## src/rtl/serial_adder_unit_pkg.sv

```systemverilog
// Shared types and defaults for the digit-serial adder.
// Latency: n/a (declarations only).
// Backpressure: n/a.
package serial_adder_unit_pkg;

    localparam int SAU_WIDTH   = 32;
    localparam int SAU_DIGIT_W = 4;

    typedef enum logic [1:0] {
        IDLE = 2'd0,
        CALC = 2'd1,
        DONE = 2'd2
    } sau_state_e;

    // Counter width for a given digit count, never narrower than one bit.
    function automatic int sau_cnt_w(input int ndig);
        return (ndig > 1) ? $clog2(ndig) : 1;
    endfunction

endpackage

```

## src/rtl/serial_adder_unit_digit_adder.sv

```systemverilog
// One DIGIT_W-bit ripple-carry slice, used once per cycle by the serial adder.
// Latency: purely combinational.
// Backpressure: none.
module digit_ripple_adder #(
    parameter int DIGIT_W = 4
) (
    input  logic [DIGIT_W-1:0] a,
    input  logic [DIGIT_W-1:0] b,
    input  logic               ci,
    output logic [DIGIT_W-1:0] s,
    output logic               co
);

    logic [DIGIT_W:0] c;

    assign c[0] = ci;

    genvar i;
    generate
        for (i = 0; i < DIGIT_W; i++) begin : g_fa
            assign s[i]   = a[i] ^ b[i] ^ c[i];
            assign c[i+1] = (a[i] & b[i]) | (c[i] & (a[i] ^ b[i]));
        end
    endgenerate

    assign co = c[DIGIT_W];

endmodule

```

## src/rtl/serial_adder_unit.sv

```systemverilog
// Digit-serial two's-complement adder: one DIGIT_W-bit digit per cycle, LSB first.
// Latency: result valid WIDTH/DIGIT_W+1 edges after the accept edge.
// Backpressure: one request in flight; in_ready only in IDLE, result held in DONE until out_ready.
module serial_adder_unit
    import serial_adder_unit_pkg::*;
#(
    parameter int WIDTH   = SAU_WIDTH,
    parameter int DIGIT_W = SAU_DIGIT_W
) (
    input  logic             clk,
    input  logic             rst_n,
    input  logic             in_valid,
    output logic             in_ready,
    input  logic [WIDTH-1:0] A,
    input  logic [WIDTH-1:0] B,
    input  logic             cin,
    output logic             out_valid,
    input  logic             out_ready,
    output logic [WIDTH-1:0] sum,
    output logic             cout,
    output logic             of
);

    localparam int NDIG  = WIDTH / DIGIT_W;
    localparam int CNT_W = sau_cnt_w(NDIG);
    localparam logic [CNT_W-1:0] LAST_K = CNT_W'(NDIG - 1);

    sau_state_e       state_q, state_d;
    logic [WIDTH-1:0] a_q, a_d;
    logic [WIDTH-1:0] b_q, b_d;
    logic [WIDTH-1:0] sum_q, sum_d;
    logic [CNT_W-1:0] k_q, k_d;
    logic             carry_q, carry_d;
    logic             last_q, last_d;   // every digit has been summed
    logic             cout_q, cout_d;
    logic             of_q, of_d;

    logic [DIGIT_W-1:0] dig_a, dig_b, dig_s;
    logic               dig_co;

    // Current digit of the latched operands.
    assign dig_a = a_q[int'(k_q)*DIGIT_W +: DIGIT_W];
    assign dig_b = b_q[int'(k_q)*DIGIT_W +: DIGIT_W];

    digit_ripple_adder #(
        .DIGIT_W (DIGIT_W)
    ) u_digit (
        .a  (dig_a),
        .b  (dig_b),
        .ci (carry_q),
        .s  (dig_s),
        .co (dig_co)
    );

    // Next-state: accept in IDLE, one digit per CALC edge then a finalise edge, hold in DONE.
    always_comb begin
        state_d = state_q;
        a_d     = a_q;
        b_d     = b_q;
        sum_d   = sum_q;
        k_d     = k_q;
        carry_d = carry_q;
        last_d  = last_q;
        cout_d  = cout_q;
        of_d    = of_q;
        case (state_q)
            IDLE: begin
                if (in_valid) begin
                    a_d     = A;
                    b_d     = B;
                    carry_d = cin;
                    k_d     = '0;
                    sum_d   = '0;
                    last_d  = 1'b0;
                    state_d = CALC;
                end
            end
            CALC: begin
                if (last_q) begin
                    // Flags are derived from the completed sum and latched operands.
                    cout_d  = carry_q;
                    of_d    = (a_q[WIDTH-1] == b_q[WIDTH-1]) && (sum_q[WIDTH-1] != a_q[WIDTH-1]);
                    state_d = DONE;
                end else begin
                    sum_d[int'(k_q)*DIGIT_W +: DIGIT_W] = dig_s;
                    carry_d = dig_co;
                    k_d     = k_q + 1'b1;
                    if (k_q == LAST_K) begin
                        last_d = 1'b1;
                    end
                end
            end
            DONE: begin
                if (out_ready) begin
                    state_d = IDLE;
                end
            end
            default: begin
                state_d = IDLE;
            end
        endcase
    end

    // State and datapath registers, cleared asynchronously.
    always_ff @(posedge clk or negedge rst_n) begin
        if (!rst_n) begin
            state_q <= IDLE;
            a_q     <= '0;
            b_q     <= '0;
            sum_q   <= '0;
            k_q     <= '0;
            carry_q <= 1'b0;
            last_q  <= 1'b0;
            cout_q  <= 1'b0;
            of_q    <= 1'b0;
        end else begin
            state_q <= state_d;
            a_q     <= a_d;
            b_q     <= b_d;
            sum_q   <= sum_d;
            k_q     <= k_d;
            carry_q <= carry_d;
            last_q  <= last_d;
            cout_q  <= cout_d;
            of_q    <= of_d;
        end
    end

    assign in_ready  = (state_q == IDLE);
    assign out_valid = (state_q == DONE);
    assign sum       = sum_q;
    assign cout      = cout_q;
    assign of        = of_q;

endmodule

```

## config.mk

```make
export PLATFORM = sky130hd
export DESIGN_NAME = serial_adder_unit
export DESIGN_NICKNAME = d
export VERILOG_FILES = /design/src/rtl/serial_adder_unit_pkg.sv /design/src/rtl/serial_adder_unit_digit_adder.sv /design/src/rtl/serial_adder_unit.sv
export SDC_FILE = /design/constraint.sdc
export NUM_CORES = 1
export LEC_CHECK = 0
export ABC_AREA = 1
export CAP_MARGIN = 25
export CORE_MARGIN = 2
export CORE_UTILIZATION = 31
export DETAILED_ROUTE_END_ITERATION = 7
export PLACE_DENSITY = 0.61
export SLEW_MARGIN = 10
export SYNTH_ARGS = -nofsm -noshare
export SYNTH_HDL_FRONTEND = slang
export SYNTH_SLANG_ARGS = --single-unit
export TNS_END_PERCENT = 10
```

## constraint.sdc

```tcl
create_clock -name clk -period 7.7 [get_ports clk]
set_input_delay 1.155 -clock clk [delete_from_list [all_inputs] [get_ports clk]]
set_output_delay 1.155 -clock clk [all_outputs]
set_load 0.05 [all_outputs]
```

=== After elaboration in Yosys (flattened, before gate mapping) ===
Cells that the tools add are included.

* Bits in registers: 105
* Output and inout bits: 36
* Input bits: 69

* Equality and inequality tests: 9
* Shift operators: 4
* Bitwise gates (word level): 20
* Reductions and logical operators: 8
* Multiplexer cells: 18
* $add $sub $neg: 2

{| class="wikitable"
|+ Operators by type and width
! kind !! count
|-
| $mux 32 || 2
|-
| $pmux 32 s2 || 1
|-
| $shiftx 32x6->4 || 2
|-
| $neg 5->33 || 1
|-
| $shift 4x33->32 const A || 1
|-
| $shiftx 4x33->32 || 1
|-
| $bwmux 32 || 1
|-
| $and 1x1->1 || 8
|-
| $xor 1x1->1 || 8
|-
| $mux 2 || 3
|-
| $mux 3 || 2
|-
| $ne 2x2->1 const B || 3
|-
| $pmux 2 s3 || 1
|-
| $pmux 3 s2 || 1
|-
| $reduce_and 2->1 || 3
|-
| $reduce_and 3->1 || 2
|-
| $mux 1 || 5
|-
| $or 1x1->1 || 4
|-
| $pmux 1 s2 || 2
|-
| $add 3x1->3 const B || 1
|-
| $eq 3x3->1 const B || 1
|-
| $eq 2x1->1 const B || 1
|-
| $eq 2x2->1 const B || 1
|-
| $logic_not 2->1 || 1
|-
| other kinds (5) || 5
|}

=== Logic depth before layout (Yosys ltp) ===
Gate-level depths: netlist of the first run.

* Depth after elaboration: 13
* Gate-level depth with buffers: 19
* Mapped depth without buffers: 18

=== By module ===
Synthesis of the first run repeated with hierarchy kept, for this count alone.

* Cells, all modules: 662
* Area total of the unflattened synthesis: 5127.4 um^2

{| class="wikitable"
|+ By module, submodules not included
! module !! times used !! cells an instance !! area an instance (um^2)
|-
| serial_adder_unit || 1 || 648 || 5009.8
|-
| digit_ripple_adder || 1 || 14 || 117.6
|}

=== Worst setup path before layout of the first run ===
No wires, ideal clock.

* Kind: register -> register
* Start point: reg k_q[0]
* End point: reg sum_q[27] (netlist: sum[27])
* Path buffers: 2
* Slack: 4644 ps
* Period minus slack after synthesis: 3056 ps
* Cell stages (with the launch flop): 20
* Library setup time: 119 ps
* Arrival: 2937 ps
* Path through: dfrtp_1 -> inv_2 -> buf_2 -> buf_2 -> nor2_1 -> o211ai_1 -> o21ai_0 -> fa_1 -> inv_1 -> fa_1 -> inv_1 -> fa_1 -> inv_1 -> fa_1 -> inv_1 -> nor3_1 -> inv_1 -> nor2_1 -> nand2_1 -> nand2_1

* Word-level cells in the longest chain between the ends: 13
* Elaborated cells between the ends (all ways): 25

{| class="wikitable"
|+ Ends and longest elaborated chain
! element !! line !! RTL
|-
| start: declaration || serial_adder_unit.sv:32 || <nowiki>logic [CNT_W-1:0] k_q, k_d;</nowiki>
|-
| start signal: assignment || serial_adder_unit.sv:121 || <nowiki>k_q <= k_d;</nowiki>
|-
| $shiftx 32x6->4, on equally long branches || serial_adder_unit.sv:42, serial_adder_unit.sv:43 ||
|-
| $xor 1x1->1 || serial_adder_unit_digit_adder.sv:21, serial_adder_unit_digit_adder.sv:22 ||
|-
| $and 1x1->1 || serial_adder_unit_digit_adder.sv:22 || <nowiki>assign c[i+1] = (a[i] & b[i]) | (c[i] & (a[i] ^ b[i]));</nowiki>
|-
| $or 1x1->1 || serial_adder_unit_digit_adder.sv:22 ||
|-
| $and 1x1->1 || serial_adder_unit_digit_adder.sv:22 ||
|-
| $or 1x1->1 || serial_adder_unit_digit_adder.sv:22 ||
|-
| $and 1x1->1 || serial_adder_unit_digit_adder.sv:22 ||
|-
| $or 1x1->1 || serial_adder_unit_digit_adder.sv:22 ||
|-
| $xor 1x1->1 || serial_adder_unit_digit_adder.sv:21 || <nowiki>assign s[i] = a[i] ^ b[i] ^ c[i];</nowiki>
|-
| $shiftx 4x33->32 || serial_adder_unit.sv:85 || <nowiki>sum_d[int'(k_q)*DIGIT_W +: DIGIT_W] = dig_s;</nowiki>
|-
| $bwmux 32 (*) || serial_adder_unit.sv:85 ||
|-
| $mux 32 (*) || serial_adder_unit.sv:79 || <nowiki>if (last_q) begin</nowiki>
|-
| $pmux 32 s2 (*) || serial_adder_unit.sv:66 || <nowiki>case (state_q)</nowiki>
|-
| end signal: assignment || serial_adder_unit.sv:120 || <nowiki>sum_q <= sum_d;</nowiki>
|-
| end: declaration || serial_adder_unit.sv:31 || <nowiki>logic [WIDTH-1:0] sum_q, sum_d;</nowiki>
|}

Every way passes the cells marked *; elsewhere a longest branch is shown, timed or not. The select of a mux whose other input is x is not followed.
A chain may end at the register's enable or synchronous reset.

=== Worst setup path in the final report of the first run ===
* Start point: reg k_q[1]
* End point: reg sum_q[11] (netlist: sum[11])

Same word-level chain as after synthesis.

==> results.sh, run 1 <==
export IMPL_grt_pass1_wl_mm=21.6
export IMPL_cts_root_buffer="clkbuf_16"
export IMPL_synth_area_top_cells="dfrtp_1 52%, nand2_1 22%, o21ai_0 4.8%"
export IMPL_drv_slew=0
export IMPL_relSlewSlack_pct=47.3
export IMPL_wirelength_mm=12.6
export IMPL_final_cells=948
export IMPL_dpl_cell_area_um2=6240
export IMPL_ir_drop_v=0.000177
export IMPL_synth_area_leader_cell="dfrtp_1"
export IMPL_first_pass_iters=4
export IMPL_clock_skew_ns=0.00813
export IMPL_tns_ns=0
export IMPL_worstReg2RegEnd="sum[11]"
export IMPL_fin_nets=805
export IMPL_viasPerCell=4.54
export IMPL_yosys_warnings=0
export IMPL_port_buffers=104
export IMPL_antenna_found_initial=0
export IMPL_wl_per_cell_um=13.3
export IMPL_clock_latency_ns=0.35
export IMPL_drc=0
export IMPL_grt_max_degree=69
export IMPL_tightest_slew_ns=0.791
export IMPL_synth_top_area_share_pct=51.9
export IMPL_clock_sinks=105
export IMPL_p_leak_uw=0.00318
export IMPL_gp_congestion=0.801
export IMPL_final_layout_size_suffix_gt1_share_pct=5.46
export IMPL_hold_buffers=0
export IMPL_grt_pass1_vias=4277
export IMPL_cts_made_buffers=9
export IMPL_crit_required_ns=7.98
export IMPL_critPathCaptureType="flop"
export IMPL_path_clk_slew_ns=0.07
export IMPL_setup_viol_count_final=0
export IMPL_syn_to_final_growth_pct=29.4
export IMPL_status="completed"
export IMPL_drtIter0Drc=304
export IMPL_design_area_um2=6550
export IMPL_die_h_um=132
export IMPL_num_antenna_cells=0
export IMPL_power_uw=2500
export IMPL_fmax_mhz=263
export IMPL_period_minus_slack_ns=3.80
export IMPL_synthesis_area_um2=5060
export IMPL_synth_seq_cells=105
export IMPL_finalHoldViolCount=0
export IMPL_synth_nets=716
export IMPL_power_density_nw_per_um2=382
export IMPL_ys_seq_area_share_pct=51.9
export IMPL_post_dp_hpwl_mm=9.15
export IMPL_vias=4302
export IMPL_min_to="a_q[4]"
export IMPL_cp_data_arrival_time_ns=4.08
export IMPL_overflow=0
export IMPL_core_um2=15900
export IMPL_cts_tree="yes"
export IMPL_cts_resized=0
export IMPL_clk_path_buf_depth=2
export IMPL_maxCapViolations=0
export IMPL_place_ws_ns=3.93
export IMPL_holdPathStages=2
export IMPL_htree_levels=3
export IMPL_path_max_fanout=22
export IMPL_track_usage_pct=15.3
export IMPL_ant_nets=0
export IMPL_yosys_cell_types_count=31
export IMPL_rrSetupSlack_ns=3.90
export IMPL_cts_setup_buffers=0
export IMPL_cp_start_kind="flop"
export IMPL_criticalPathCategory="flop to flop"
export IMPL_worst_slack_ns=3.90
export IMPL_finalCritPeriodShare_pct=49.3
export IMPL_die_width_um=132
export IMPL_ios=105
export IMPL_dp_cells=933
export IMPL_rows=46
export IMPL_n_fill_cell=1717
export IMPL_min_from="a_q[4]"
export IMPL_worstReg2RegStart="k_q[1]"
export IMPL_reg2reg_depth=17
export IMPL_hp_class="flop to flop"
export IMPL_rsz0062_at_grt="no"
export IMPL_syn_avg_cell_area_um2=7.92
export IMPL_initial_core_util_pct=31.8
export IMPL_die_area_um2=17400
export IMPL_synth_cells=639
export IMPL_startpoint="k_q[1]"
==> metal layers <==
layer  part of all wire (%)  GRT usage (%)  up-vias  wire, um
met5                      0              0        -         0
met4                    1.5           4.65        0       193
met2                     46           24.7      106      5800
met1                     48           20.7     1979      6070
li1                       -              -     2203         -
met3                    4.6           3.38       14       575
==> where the power goes <==
part,total (uW),switching (uW),internal [uW]
registers,872,129,743
logic,1150,770,376
clock network,484,200,285
total,2500,1100,1400
==> critical path: stages, from the launching register on <==
cell and delay, ns:
dfrtp_1 0.74, inv_1 0.44, o21ai_0 0.20, o22ai_1 0.09
o21ai_0 0.25, fa_1 0.22, inv_1 0.05, fa_1 0.36
inv_1 0.08, fa_1 0.16, inv_1 0.05, fa_1 0.54
inv_1 0.07, nor3_1 0.16, inv_1 0.06, nor2_1 0.13
nand2_1 0.07, nand2_1 0.07
==> cell usage after synthesis <==
library cell  count
nand2_1         291
dfrtp_1         105
nor2_1           59
o21ai_0          49
inv_1            23
nand3_1          18
buf_2            13
o22ai_1          12
clkbuf_1         10
nand4_1           8
inv_2             6
buf_4             4
fa_1              4
ha_1              4
nor3_1            4
o211ai_1          4
o21ai_2           4
nor2_2            3
buf_6             2
nand2_2           2
nand2_4           2
nor2_4            2
o21bai_1          2
a31oi_1           1
nand2_8           1
nand3_4           1
nor3_2            1
o21a_1            1
o21ai_1           1
o21ai_4           1
o31ai_1           1
==> worst max-delay path by stage <==
stage	end	slack, ns	depth (start not counted)
floorplan	sum[27]	4.64	19
global placement	sum[27]	4.09	17
detailed placement	sum[11]	3.93	17
CTS	sum[11]	3.90	17
global route	sum[11]	3.48	17
finish	sum[11]	3.90	17
==> cells by family (layout without fill, tap and decap cells) <==
logic type / Yosys count / after routing / synth area share (%)
fa+ha+maj: 8 / 8 / 2.57
simple gates: 392 / 392 / 31.6
compound gates: 76 / 76 / 8.75
flops: 105 / 105 / 51.9
buf+inv: 58 / 151 / 5.21
==> cell usage in the layout (no fill, tap or decap), drive strengths merged <==
master and n:
nor2 64, nand3 19, fa 4, ha 4, o211ai 4, clkinvlp 1
bufinv 2, clkbuf 11, o31ai 1, nand4 8, dfrtp 105, nor3 5
buf 4, inv 30, o21bai 2, o22ai 12, nand2 296, o21a 1
o21ai 55, a31oi 1, clkdlybuf4s50 103
==> sequential cells by signal, indices dropped and copies added (netlist names) <==
signal,cells
of,1
k_q,3
cout,1
last_q,1
b_q,32
a_q,32
state_q,2
sum,32
carry_q,1
==> metrics by stage <==
| step | util [%] | hold slack (ns) |
|---|---|---|
| 2_1_floorplan | - | 0.437 |
| 3_3_place_gp | 39.2 | 0.450 |
| 3_5_place_dp | 39.2 | 0.456 |
| 4_1_cts | 41.1 | 0.473 |
| 5_1_grt | 41.1 | 0.490 |
| 6_report | 41.1 | 0.470 |
==> final cells by class <==
type	instances	area, um2	area share, %
tap	216	270	4.12
timing repair buffer	107	1060	16.2
inverter	29	109	1.66
multi-input combinational	476	2180	33.2
sequential	105	2630	40.1
clock buffer	11	233	3.55
clock inverter	4	76.3	1.16
Power figures use the tool's default switching activity.
==> run 2: changes to the inputs <==
clock period = 3.9 ns   (was 7.7 ns; I/O delays follow)
==> run 2 against run 1 <==
  * Clock-buffer cell count decreased by 2
  * Design area down 0.17%
  * Core utilization fell by 0.071 points
  * Die area did not move
  * Maximum frequency increased by 17%
  * Register-to-register slack got worse by 3.3 ns
  * Global-route usage shrank 0.37 points
  * Largest cell class unchanged
==> results.sh, run 2 (same netlist as run 1, synthesis figures left out) <==
export IMPL_cts_made_buffers=9
export IMPL_power_share_sequential_pct=35.4
export IMPL_slowest_stage="fa_1"
export IMPL_p_leak_uw=0.00318
export IMPL_crit_family="adder cells"
export IMPL_initial_core_util_pct=31.8
export IMPL_clk_path_buf_depth=2
export IMPL_cts_setup_buffers=0
export IMPL_whs_ns=0.286
export IMPL_cts_tree="yes"
export IMPL_drc=0
export IMPL_p_switching_uw=2200
export IMPL_ios=105
export IMPL_drv_slew=0
export IMPL_worstReg2RegStart="k_q[0]"
export IMPL_antenna_found_initial=0
export IMPL_startpoint="k_q[0]"
export IMPL_dp_cells=936
export IMPL_cpPeakStageDelay_ns=0.45
export IMPL_crit_required_ns=4.13
export IMPL_drtIter0Drc=284
export IMPL_power_density_nw_per_um2=742
export IMPL_status="completed"
export IMPL_ant_nets=0
export IMPL_clock_latency_ns=0.35
export IMPL_post_route_util_pct=41.0
export IMPL_viasPerCell=4.59
export IMPL_power_frac_clock_pct=17.7
export IMPL_die_area_um2=17400
export IMPL_final_cells=951
export IMPL_power_uw=4850
export IMPL_crit_end="sum[23]"
export IMPL_clock_skew_ns=0.0106
export IMPL_tightest_slew_ns=0.697
export IMPL_num_antenna_cells=0
export IMPL_fmax_mhz=307
export IMPL_maxCapViolations=0
export IMPL_criticalPathCategory="flop to flop"
export IMPL_vias=4363
export IMPL_rsz0062_at_grt="no"
export IMPL_cts_root_buffer="clkbuf_16"
export IMPL_finalCritPeriodShare_pct=83.4
export IMPL_finalHoldViolCount=0
export IMPL_grt_max_degree=64
export IMPL_cp_start_kind="flop"
export IMPL_layout_common_cells="291 x nand2_1, 105 x dfrtp_1, 103 x clkdlybuf4s50_1"
export IMPL_grt_pass1_wl_mm=20.9
export IMPL_grt_pass1_vias=4106
export IMPL_cp_data_arrival_time_ns=3.49
export IMPL_htree_levels=3
export IMPL_clock_sinks=105
export IMPL_layout_commonest_cell="nand2_1"
export IMPL_period_minus_slack_ns=3.25
export IMPL_reg2reg_depth=17
export IMPL_cts_resized=0
export IMPL_path_clk_slew_ns=0.07
export IMPL_syn_to_final_growth_pct=29.2
export IMPL_rrSetupSlack_ns=0.65
export IMPL_gp_congestion=0.810
export IMPL_path_max_fanout=39
export IMPL_ir_drop_v=0.000389
export IMPL_die_h_um=132
export IMPL_fin_nets=808
export IMPL_share_comb_of_total_power_pct=46.9
export IMPL_track_usage_pct=14.9
export IMPL_relSlewSlack_pct=53.6
export IMPL_critPathCaptureType="flop"
export IMPL_core_um2=15900
export IMPL_port_buffers=104
export IMPL_hold_buffers=0
export IMPL_tns_ns=0
export IMPL_wl_per_cell_um=13.3
export IMPL_rows=46
export IMPL_cp_depth=17
export IMPL_worstReg2RegEnd="sum[23]"
export IMPL_switching_share_pct=45.3
export IMPL_cp_common_cell="fa_1"
export IMPL_wirelength_mm=12.7
export IMPL_post_dp_hpwl_mm=9.41
export IMPL_hp_class="input port to async pin"
export IMPL_path_buf_inv=4
export IMPL_cp_cell_sequence="buf_4 > nor2_1 > nor2_1 > o21ai_0 > o211ai_1 > o21ai_0 > fa_1 > inv_1 > fa_1 > inv_1 > fa_1 > inv_1 > fa_1 > nand3_1 > nor2_1 > nand2_1 > o21ai_0"
export IMPL_final_layout_size_suffix_gt1_share_pct=6.12
export IMPL_internal_power_uw=2650
export IMPL_first_pass_iters=5
export IMPL_overflow=0
export IMPL_die_width_um=132
export IMPL_setup_viol_count_final=0
==> run 2: changes by cell type in the layout (fill, tap and decap cells not counted) <==
| cell | delta |
|---|---|
| buf_4 | +3 |
| bufinv_16 | -2 |
| clkbuf_1 | -2 |
| inv_6 | +2 |
| clkinv_2 | +1 |
| inv_8 | +1 |
==> run 2: worst min path at each step <==
stage / startpoint / to / slack, ns / cells after the start
2_1_floorplan: rst_n / a_q[0] / 0.29 / 0
3_5_place_dp: a_q[10] / a_q[10] / 0.45 / 2
4_1_cts: rst_n / k_q[2] / 0.31 / 1
3_3_place_gp: b_q[7] / b_q[7] / 0.45 / 2
6_report: rst_n / sum[28] / 0.29 / 1
5_1_grt: rst_n / a_q[15] / 0.34 / 1
==> run 2: per-stage QoR <==
stage / setup slack [ns] / cell area, um2
after floorplan: 0.844 / 5060
after detailed placement: 0.664 / 6270
final: 0.646 / 6540
after global placement: 0.711 / 6270
after CTS: 0.654 / 6540
after global routing: 0.384 / 6540
==> run 2: worst reg2reg max path: cells and delay by family, from the launching register on <==
family	cells	cell delay [ns]
buffers and inverters	4	0.55
AO/OA/AOI/OAI	4	0.40
flip-flops	1	0.36
adder cells (fa/ha/maj)	4	1.34
AND/OR/NAND/NOR	5	0.47
==> run 2: power by group through the flow <==
stage | registers, uW | clock network (uW) | logic [uW]
floorplan | 1720 | 0 | 1680
global placement | 1750 | 0 | 2240
detailed placement | 1740 | 0 | 2290
CTS | 1720 | 883 | 2300
global route | 1760 | 928 | 2580
finish | 1720 | 858 | 2280
==> run 2: routing by layer <==
| layer | global-route usage [%] | vias up | share of wire, % |
|---|---|---|---|
| met4 | 3.08 | 0 | 0.74 |
| met1 | 20.9 | 2023 | 48 |
| met5 | 0 | - | 0 |
| li1 | - | 2218 | - |
| met3 | 3.96 | 8 | 4.9 |
| met2 | 23.4 | 114 | 46 |
==> run 2: cell type report <==
type,count,area [um2]
Fill cell,1650,9400
Tap cell,216,270
Multi-Input combinational cell,476,2180
Timing Repair Buffer,110,1080
Clock inverter,6,50.0
Sequential cell,105,2630
Inverter,29,109
Clock buffer,9,225
==> run 3: changes to the inputs <==
PLACE_DENSITY = 0.63   (was 0.61)
clock period = 2.8 ns   (was 3.9 ns; I/O delays follow)
==> run 3 against run 2 <==
  * The run now ends with negative setup slack left
  * Clock skew fell by 0.0034 ns
  * Highest routed layer unchanged
  * Die area did not move
  * Via count fell by 1.1%
==> results.sh, run 3 (same netlist as run 1, synthesis figures left out) <==
export IMPL_die_width_um=132
export IMPL_clock_latency_ns=0.35
export IMPL_cpPeakStageDelay_ns=0.58
export IMPL_initial_core_util_pct=31.8
export IMPL_power_density_nw_per_um2=1070
export IMPL_drv_slew=0
export IMPL_cts_tree="yes"
export IMPL_fin_nets=829
export IMPL_port_buffers=104
export IMPL_grt_pass1_vias=4353
export IMPL_ant_nets=0
export IMPL_num_antenna_cells=0
export IMPL_viasPerCell=4.44
export IMPL_ir_drop_v=0.000412
export IMPL_slowest_stage="fa_2"
export IMPL_criticalPathCategory="flop to flop"
export IMPL_setup_viol_count_final=15
export IMPL_final_layout_size_suffix_gt1_share_pct=11.0
export IMPL_crit_family="adder cells"
export IMPL_path_clk_slew_ns=0.07
export IMPL_htree_levels=3
export IMPL_grt_max_degree=69
export IMPL_finalHoldViolCount=0
export IMPL_path_buf_inv=6
export IMPL_startpoint="k_q[0]"
export IMPL_n_fill_cell=1616
export IMPL_critPathCaptureType="flop"
export IMPL_hold_buffers=0
export IMPL_fmax_mhz=324
export IMPL_track_usage_pct=15.4
export IMPL_layout_commonest_cell="nand2_1"
export IMPL_path_max_fanout=5
export IMPL_dp_cells=956
export IMPL_finalCritPeriodShare_pct=110
export IMPL_drc=0
export IMPL_layout_common_cells="291 x nand2_1, 104 x dfrtp_1, 103 x clkdlybuf4s50_1"
export IMPL_clock_sinks=105
export IMPL_cp_cell_sequence="buf_6 > nor2_4 > nor2_2 > o21ai_1 > o211ai_1 > o21ai_1 > fa_2 > inv_2 > fa_2 > inv_2 > fa_2 > inv_2 > fa_2 > inv_2 > nor3_2 > inv_1 > nor2_2 > nand2_1 > nand2_1"
export IMPL_cp_start_kind="flop"
export IMPL_worstReg2RegStart="k_q[0]"
export IMPL_clock_skew_ns=0.00719
export IMPL_worst_slack_ns=-0.287
export IMPL_syn_to_final_growth_pct=34.2
export IMPL_final_cells=973
export IMPL_vias=4317
export IMPL_hp_class="input port to async pin"
export IMPL_wirelength_mm=12.6
export IMPL_core_um2=15900
export IMPL_cp_data_arrival_time_ns=3.37
export IMPL_relSlewSlack_pct=59.9
export IMPL_cts_made_buffers=9
export IMPL_rows=46
export IMPL_gp_congestion=0.846
export IMPL_ios=105
export IMPL_tns_ns=-2.60
export IMPL_status="finished, violations left"
export IMPL_wl_per_cell_um=13.0
export IMPL_maxCapViolations=0
export IMPL_clk_path_buf_depth=2
export IMPL_period_minus_slack_ns=3.09
export IMPL_tightest_slew_ns=0.601
export IMPL_die_area_um2=17400
export IMPL_violations="negative setup slack"
export IMPL_post_dp_hpwl_mm=9.46
export IMPL_crit_required_ns=3.09
export IMPL_antenna_found_initial=0
export IMPL_drtIter0Drc=224
export IMPL_cts_root_buffer="clkbuf_16"
export IMPL_grt_pass1_wl_mm=21.5
export IMPL_die_h_um=132
export IMPL_rsz0062_at_grt="yes"
export IMPL_overflow=0
export IMPL_p_leak_uw=0.00330
export IMPL_power_uw=7260
export IMPL_first_pass_iters=4
[run 3: changes by cell type in the layout (fill, tap and decap cells not counted), moves of 2 or more]
cell,previous run,this run
buf_4,7,24
o21ai_0,49,42
o21ai_1,1,7
nor2_1,59,54
fa_1,4,0
fa_2,0,4
inv_1,23,19
nor2_2,2,6
clkinv_2,1,4
inv_2,6,9
inv_6,3,0
buf_12,0,2
buf_6,0,2
[run 3: layout make-up]
| type | count | area (um2) | share of cell area (%) |
|---|---|---|---|
| multi-input combinational | 476 | 2210 | 32.6 |
| clock buffer | 10 | 239 | 3.52 |
| tap | 216 | 270 | 3.98 |
| sequential | 105 | 2630 | 38.7 |
| timing repair buffer | 131 | 1270 | 18.8 |
| clock inverter | 6 | 57.6 | 0.847 |
| inverter | 29 | 111 | 1.64 |
[run 3: timing repair]
| item | 4_1_cts | 5_1_grt |
|---|---|---|
| setup buffers | 0 | 1 |
| resized for setup | 1 | 25 |
| endpoints found under the setup margin | 15 | 15 |
| pin swaps | 1 | 12 |
| hold endpoints to repair | 0 | 0 |
[run 3: metrics by stage]
stage	area, um2	setup WS, ns	utilization (%)	hold WS [ns]
final	6790	-0.287	42.6	0.0501
after global routing	6790	-0.439	42.6	0.0892
after CTS	6740	-0.261	42.3	0.0673
after detailed placement	6440	-0.294	40.4	0.444
after global placement	6440	-0.159	40.4	0.433
after floorplan	5080	-0.112	-	0.124
[run 3: power breakdown]
| part | switching (uW) | internal (uW) |
|---|---|---|
| registers | 345 | 2050 |
| logic | 2260 | 1350 |
| clock network | 543 | 711 |
[run 3: path summary, 6_finish.rpt]
kind / cells after the start / slack, ns / end
max: 19 / -0.29 / sum[11]
min: 1 / 0.05 / sum[22]
max reg2reg: 19 / -0.29 / sum[11]
min reg2reg: 2 / 0.47 / sum[2]
max in group asynchronous: 2 / 2.01 / k_q[0]
min in group clk: 2 / 0.47 / sum[2]
[run 3: layer usage]
layer / GRT usage, % / vias to the layer above / wire, um
met5: 0 / - / 0
met4: 4.65 / 0 / 85
met3: 4.08 / 6 / 599
met2: 24.8 / 98 / 5870
met1: 20.3 / 1957 / 6070
li1: - / 2256 / -
[run 3: worst register-to-register path: cells and delay by family, from the launching register on]
family,cells,cell delay (ns)
simple gates,6,0.48
fa+ha+maj,4,1.35
flops,1,0.45
compound gates,3,0.34
buf+inv,6,0.41
